==> src/rtl/ram_cmd_arbiter.sv <==
// Round-robin arbiter that shares the RAM command port between two requesters and
// expands each one-word read/write into the two-word RAM command sequence.
module ram_cmd_arbiter #(
    parameter int   ADDR_SIZE        = 8,
    parameter logic RESET_LAST_GRANT = 1'b1
) (
    input  logic                   clk,
    input  logic                   rst_n,
    input  logic [1:0]             req_valid,
    output logic [1:0]             req_ready,
    input  logic [1:0]             req_wr,
    input  logic [2*ADDR_SIZE-1:0] req_addr,
    input  logic [2*ADDR_SIZE-1:0] req_wdata,
    output logic                   rsp_valid,
    output logic                   rsp_id,
    output logic                   rsp_wr,
    output logic [ADDR_SIZE-1:0]   rsp_rdata,
    output logic                   rsp_err,
    output logic                   busy,
    output logic [ADDR_SIZE+1:0]   ram_din,
    output logic                   ram_rx_valid,
    input  logic [ADDR_SIZE-1:0]   ram_dout,
    input  logic                   ram_tx_valid
);

    typedef enum logic [2:0] {
        IDLE,
        W_ADDR,
        W_DATA,
        R_ADDR,
        R_CMD,
        R_WAIT
    } state_t;

    state_t                 state, state_nx;
    logic                   last_grant;
    logic                   cap_id;
    logic [ADDR_SIZE-1:0]   cap_wdata;

    logic                   accept;
    logic                   grant_id;
    logic                   sel_wr;
    logic [ADDR_SIZE-1:0]   sel_addr;
    logic [ADDR_SIZE-1:0]   sel_wdata;

    logic [ADDR_SIZE+1:0]   ram_din_nx;
    logic                   ram_rx_valid_nx;
    logic                   rsp_valid_nx;
    logic                   rsp_id_nx;
    logic                   rsp_wr_nx;
    logic [ADDR_SIZE-1:0]   rsp_rdata_nx;
    logic                   rsp_err_nx;

    // On a tie the requester that did not win last time is served.
    always_comb begin
        req_ready = 2'b00;
        if (state == IDLE) begin
            unique case (req_valid)
                2'b01:   req_ready = 2'b01;
                2'b10:   req_ready = 2'b10;
                2'b11:   req_ready = last_grant ? 2'b01 : 2'b10;
                default: req_ready = 2'b00;
            endcase
        end
    end

    assign accept    = |req_ready;
    assign grant_id  = req_ready[1];
    assign sel_wr    = grant_id ? req_wr[1] : req_wr[0];
    assign sel_addr  = grant_id ? req_addr[2*ADDR_SIZE-1:ADDR_SIZE]  : req_addr[ADDR_SIZE-1:0];
    assign sel_wdata = grant_id ? req_wdata[2*ADDR_SIZE-1:ADDR_SIZE] : req_wdata[ADDR_SIZE-1:0];
    assign busy      = (state != IDLE);

    // The first command word comes straight from the granted requester's inputs.
    always_comb begin
        state_nx        = state;
        ram_din_nx      = ram_din;
        ram_rx_valid_nx = 1'b0;
        rsp_valid_nx    = 1'b0;
        rsp_id_nx       = rsp_id;
        rsp_wr_nx       = rsp_wr;
        rsp_rdata_nx    = rsp_rdata;
        rsp_err_nx      = rsp_err;
        unique case (state)
            IDLE: begin
                if (accept) begin
                    ram_rx_valid_nx = 1'b1;
                    if (sel_wr) begin
                        state_nx   = W_ADDR;
                        ram_din_nx = {2'b00, sel_addr};
                    end else begin
                        state_nx   = R_ADDR;
                        ram_din_nx = {2'b10, sel_addr};
                    end
                end
            end
            W_ADDR: begin
                state_nx        = W_DATA;
                ram_rx_valid_nx = 1'b1;
                ram_din_nx      = {2'b01, cap_wdata};
            end
            W_DATA: begin
                state_nx     = IDLE;
                rsp_valid_nx = 1'b1;
                rsp_id_nx    = cap_id;
                rsp_wr_nx    = 1'b1;
                rsp_rdata_nx = '0;
                rsp_err_nx   = 1'b0;
            end
            R_ADDR: begin
                state_nx        = R_CMD;
                ram_rx_valid_nx = 1'b1;
                ram_din_nx      = {2'b11, {ADDR_SIZE{1'b0}}};
            end
            R_CMD: begin
                state_nx = R_WAIT;
            end
            R_WAIT: begin
                state_nx     = IDLE;
                rsp_valid_nx = 1'b1;
                rsp_id_nx    = cap_id;
                rsp_wr_nx    = 1'b0;
                rsp_rdata_nx = ram_dout;
                rsp_err_nx   = ~ram_tx_valid;
            end
            default: begin
                state_nx = IDLE;
            end
        endcase
    end

    always_ff @(posedge clk or negedge rst_n) begin
        if (!rst_n) begin
            state <= IDLE;
        end else begin
            state <= state_nx;
        end
    end

    always_ff @(posedge clk or negedge rst_n) begin
        if (!rst_n) begin
            ram_din      <= '0;
            ram_rx_valid <= 1'b0;
            rsp_valid    <= 1'b0;
            rsp_id       <= 1'b0;
            rsp_wr       <= 1'b0;
            rsp_rdata    <= '0;
            rsp_err      <= 1'b0;
            last_grant   <= RESET_LAST_GRANT;
            cap_id       <= 1'b0;
            cap_wdata    <= '0;
        end else begin
            ram_din      <= ram_din_nx;
            ram_rx_valid <= ram_rx_valid_nx;
            rsp_valid    <= rsp_valid_nx;
            rsp_id       <= rsp_id_nx;
            rsp_wr       <= rsp_wr_nx;
            rsp_rdata    <= rsp_rdata_nx;
            rsp_err      <= rsp_err_nx;
            if (accept) begin
                last_grant <= grant_id;
                cap_id     <= grant_id;
                cap_wdata  <= sel_wdata;
            end
        end
    end

endmodule

==> config.mk <==
export PLATFORM = sky130hd
export DESIGN_NAME = ram_cmd_arbiter
export DESIGN_NICKNAME = d
export VERILOG_FILES = /design/src/rtl/ram_cmd_arbiter.sv
export SDC_FILE = /design/constraint.sdc
export NUM_CORES = 1
export LEC_CHECK = 0
export ABC_CLOCK_PERIOD_IN_PS = 2200
export CORE_MARGIN = 2
export CORE_UTILIZATION = 40
export DETAILED_ROUTE_END_ITERATION = 8
export DONT_BUFFER_PORTS = 1
export PLACE_DENSITY = 0.62
export SLEW_MARGIN = 5
export SYNTH_ARGS = -nofsm -noshare
export SYNTH_HDL_FRONTEND = slang
export SYNTH_SLANG_ARGS = --single-unit
==> constraint.sdc <==
create_clock -name clk -period 2.2 [get_ports clk]
set_clock_uncertainty 0.1 [all_clocks]
set_input_delay 0.44 -clock clk [delete_from_list [all_inputs] [get_ports clk]]
set_output_delay 0.44 -clock clk [all_outputs]
set_load 0.05 [all_outputs]
=== Word-level counts from Yosys, hierarchy flattened ===
Cells that the tools add are included.

* Bits in registers: 36
* Latch bits: 0
* Memory bits (writable): 0
* ROM bits: 0
* Bits of input ports: 47
* Word-level logic and storage cells: 47
* Memories kept: 0

* Add/sub/neg operators: 0
* Multipliers: 0
* Divide/modulo/power cells: 0
* Magnitude comparators: 0
* Equal/unequal tests: 9
* Shifts and indexed selects: 0
* Multiplexer cells: 18
* Bitwise operators: 1
* Reductions and logical operators: 8

{| class="wikitable"
|+ Operators with widths
! cell !! number
|-
| 10-bit one-hot mux with 3 select lines || 1
|-
| 10-bit two-way mux || 2
|-
| 8-bit two-way mux || 2
|-
| 8-bit one-hot mux with 2 select lines || 1
|-
| 3-bit one-hot mux with 4 select lines || 1
|-
| 3-bit by 2-bit equality test with 1-bit output (second input constant) || 2
|-
| 3-bit equality test (second input constant) || 2
|-
| 2-bit two-way mux || 3
|-
| 1-bit one-hot mux with 2 select lines || 3
|-
| 2-bit one-hot mux with 3 select lines || 1
|-
| 3-bit nonzero test || 2
|-
| 2-bit OR reduction || 3
|-
| 2-bit equality test (second input constant) || 2
|-
| 3-bit by 1-bit equality test with 1-bit output (second input constant) || 1
|-
| 3-bit zero test || 1
|-
| 1-bit two-way mux || 3
|-
| 3-bit two-way mux || 1
|-
| 2-bit by 1-bit equality test with 1-bit output (second input constant) || 1
|-
| 2-bit inequality test (second input constant) || 1
|-
| 2-bit AND reduction || 1
|-
| 2-bit nonzero test || 1
|-
| 1-bit NOT || 1
|}

=== Logic depth before layout (Yosys ltp) ===
* Depth in word-level cells: 7
* Gate-level depth with buffers: 6
* Gate-level depth less buffers: 5

=== Worst setup path after synthesis ===
OpenSTA, ideal clock, no wires.

* Path type: reg2out
* From: register state[2]
* To: output port req_ready[0]
* Arrival: 1.675 ns
* Setup slack: -0.015 ns
* Stages on the path, launching flop included: 5
* Cells stage by stage: dfrtp_1 > buf_6 > nor3_4 > nand2_1 > a21oi_1

* Longest elaborated chain between the ends: 2

{| class="wikitable"
|+ RTL lines
! item !! RTL line !! text
|-
| start: declaration || 35 || <nowiki>state_t state, state_nx;</nowiki>
|-
| start signal: assignment || 136 || <nowiki>state <= state_nx;</nowiki>
|-
| 3-bit zero test || 57 || <nowiki>if (state == IDLE) begin</nowiki>
|-
| 2-bit two-way mux || 57 ||
|-
| end: declaration || 10 || <nowiki>output logic [1:0] req_ready,</nowiki>
|}

Every way passes these cells.

=== Worst setup path after layout ===
Same ends and word-level chain as after synthesis.

==> flow_metrics.tcl <==
set metrics [dict create \
    syn-cell-area_um2 1807 \
    ff2ff_path_depth 5 \
    clock_path_buffers 2 \
    dp_hpwl_mm 2.952 \
    hold_violations 0 \
    start_kind "flop" \
    yosys-top-cells-area "dfrtp_1 (48%), nand2_1 (6.6%), o22ai_1 (5.9%), a21oi_1 (5.8%), mux2i_1 (4.4%)" \
    place_inst 243 \
    yosys_warnings 0 \
    ir_drop_mv 0.6210 \
    grt_overflow 0 \
    tightest_slew_ns 1.053 \
    cts-root-buf "clkbuf_8" \
    setup_violations 0 \
    r2r-end "rsp_id" \
    synthCells 195 \
    min_period_over_period 0.9217 \
    outcome "completed" \
    cp-endpoint "req_ready[0]" \
    synth_commonest_cells "dfrtp_1 (35), nand2_1 (32), a21oi_1 (21)" \
    yosys.area.top_type "dfrtp_1" \
    crit_fanout 6 \
    vias_per_cell 5.486 \
    async_flop_share 1.000 \
    grt_max_degree 37 \
    synth.top_cell.area_share 0.4848 \
    ys_ff_latch 36 \
    slew_viol_final 0 \
    numPortBuffers 0 \
    avgSynthCellArea_um2 9.265 \
    crit_path_end_kind "primary output" \
    start_util 0.4149 \
    placed_cell_area_um2 1871 \
    ff2ff_setup_slack_ns 0.40 \
    tns_ns 0 \
    cts_buffers 5 \
    dr.pass1.iters 4 \
    hp-class "input port to flop" \
    synth_ff_type "dfrtp_1" \
    worstSetupStartpoint "state[2]" \
    leakagePower_uw 0.0008951 \
    antenna_found_initial 0 \
    dieArea_um2 5070 \
    first_global_vias 1342 \
    syn-num-nets 242 \
    grt_pass1_wl_mm 6.713 \
    grt.total_usage 0.1719 \
    wire_per_inst_um 16.62 \
    synth-edff-count 0 \
    hold_ws_ns 0.1243 \
    num_antenna_cells 0 \
    r2r-start "state[0]" \
    vias 1388 \
    io_pins 73 \
    ctsResizeCount 0 \
    postRouteAntennaNets 0 \
    wirelength_mm 4.204 \
    cp_data_arrival_time_ns 1.49 \
    drv_cap 0 \
    synth_cell_types 30 \
    clk_latency_ns 0.29 \
    maxSlewHeadroom 0.2930 \
    synth_most_common_cell "dfrtp_1" \
    stdcell_count 253 \
    cts_sinks 36 \
    fin_ws_ns 0.1723 \
    post-route-min-period_ns 2.028 \
    first_iter_violations 55 \
    place_ws_ns 0.4027 \
    nets 247 \
    drc_errors 0 \
    area_delta_synth_final_pct 9.695 \
    fp.coreArea_um2 4354 \
    rsz0062_at_grt "false" \
    fmax_mhz 493.2 \
    worstSetupPathType "flop to primary output" \
    die_h_um 71.21 \
    yosysSeqAreaShare 0.4993 \
    rows 24 \
    required_ns 1.66 \
    fp.dieW_um 71.21 \
    cts.clk_slew.worst_paths_ns 0.06 \
    place_congestion 0.8191 \
    htree_levels 2 \
    tritoncts "yes" \
    drive_above_1_share 0.1194 \
    power_density_nw_per_um2 1829 \
    finalInstanceArea_um2 1982 \
]
-- logic make-up after synthesis --
logic type | share of synthesized area
AO/OA/AOI/OAI | 0.2126
buffers and inverters | 0.04986
flip-flops | 0.4993
multiplexers | 0.05886
AND/OR/NAND/NOR | 0.1794
-- metal layers --
metal  share of wire  GRT usage  vias up
met2            0.45     0.2500       41
met4           0.020    0.08176        0
li1                -          -      696
met1            0.48     0.2429      644
met3           0.049    0.03846        7
met5               0          0        -
-- metrics by stage --
stage                     utilization  power [µW]
after CTS                      0.4552        3650
after global placement         0.4296        3142
after detailed placement       0.4296        3181
after global routing           0.4552        3880
after floorplan                     -        2857
final                          0.4552        3625
-- flip-flops by register name, summed over array words and instances, names as in the netlist --
name	flops
ram_din	10
cap_wdata	8
rsp_rdata	8
state	3
cap_id	1
last_grant	1
ram_rx_valid	1
rsp_err	1
rsp_id	1
rsp_valid	1
rsp_wr	1
-- layout by cell type (no fill, tap or decap), types with 4 or more instances in the layout --
cell type and instances:
nand2b_1 9, o21ai_0 8, nor2b_1 10, mux2i_1 8
clkbuf_8 5, o22ai_1 17, inv_1 5, dfrtp_1 35
nor2_1 12, a21oi_1 20, a31oi_1 9, buf_4 8
nand2_1 32, o21ai_1 4
-- worst min-delay path by stage --
stage,startpoint,end,slack (ns),cells past startpoint
finish,req_valid[0],last_grant,0.12,1
CTS,req_valid[0],last_grant,0.12,1
detailed placement,rst_n,rsp_id,0.05,0
global route,req_valid[0],last_grant,0.13,1
floorplan,rst_n,cap_id,0.04,0
global placement,rst_n,cap_id,0.05,0
-- final cells by class --
class / count / area (µm²)
well taps: 52 / 65.06
clock inverters: 1 / 5.005
repair buffers: 10 / 90.09
inverters: 6 / 25.02
fillers: 414 / 2372
clock buffers: 7 / 76.32
multi-input cells: 141 / 818.3
flip-flops and latches: 36 / 902.1
-- timing repair --
action,CTS,global route
hold buffers,2,0
endpoints found under the hold margin,36,0
setup buffers,0,0
-- worst max-delay path: stages (launching register included) --
cell,delay [ns]
dfrtp_1,0.40
nor3_4,0.25
buf_4,0.18
nand2_1,0.06
a21oi_2,0.10
buf_4,0.21
-- report_power, final --
| group | switching, µW | total (µW) | internal [µW] |
|---|---|---|---|
| clock | 231 | 453 | 222 |
| combinational | 836 | 1400 | 564 |
| sequential | 820 | 1770 | 953 |
| total | 1890 | 3630 | 1740 |
Note: power is estimated with default switching activity, not from simulation.
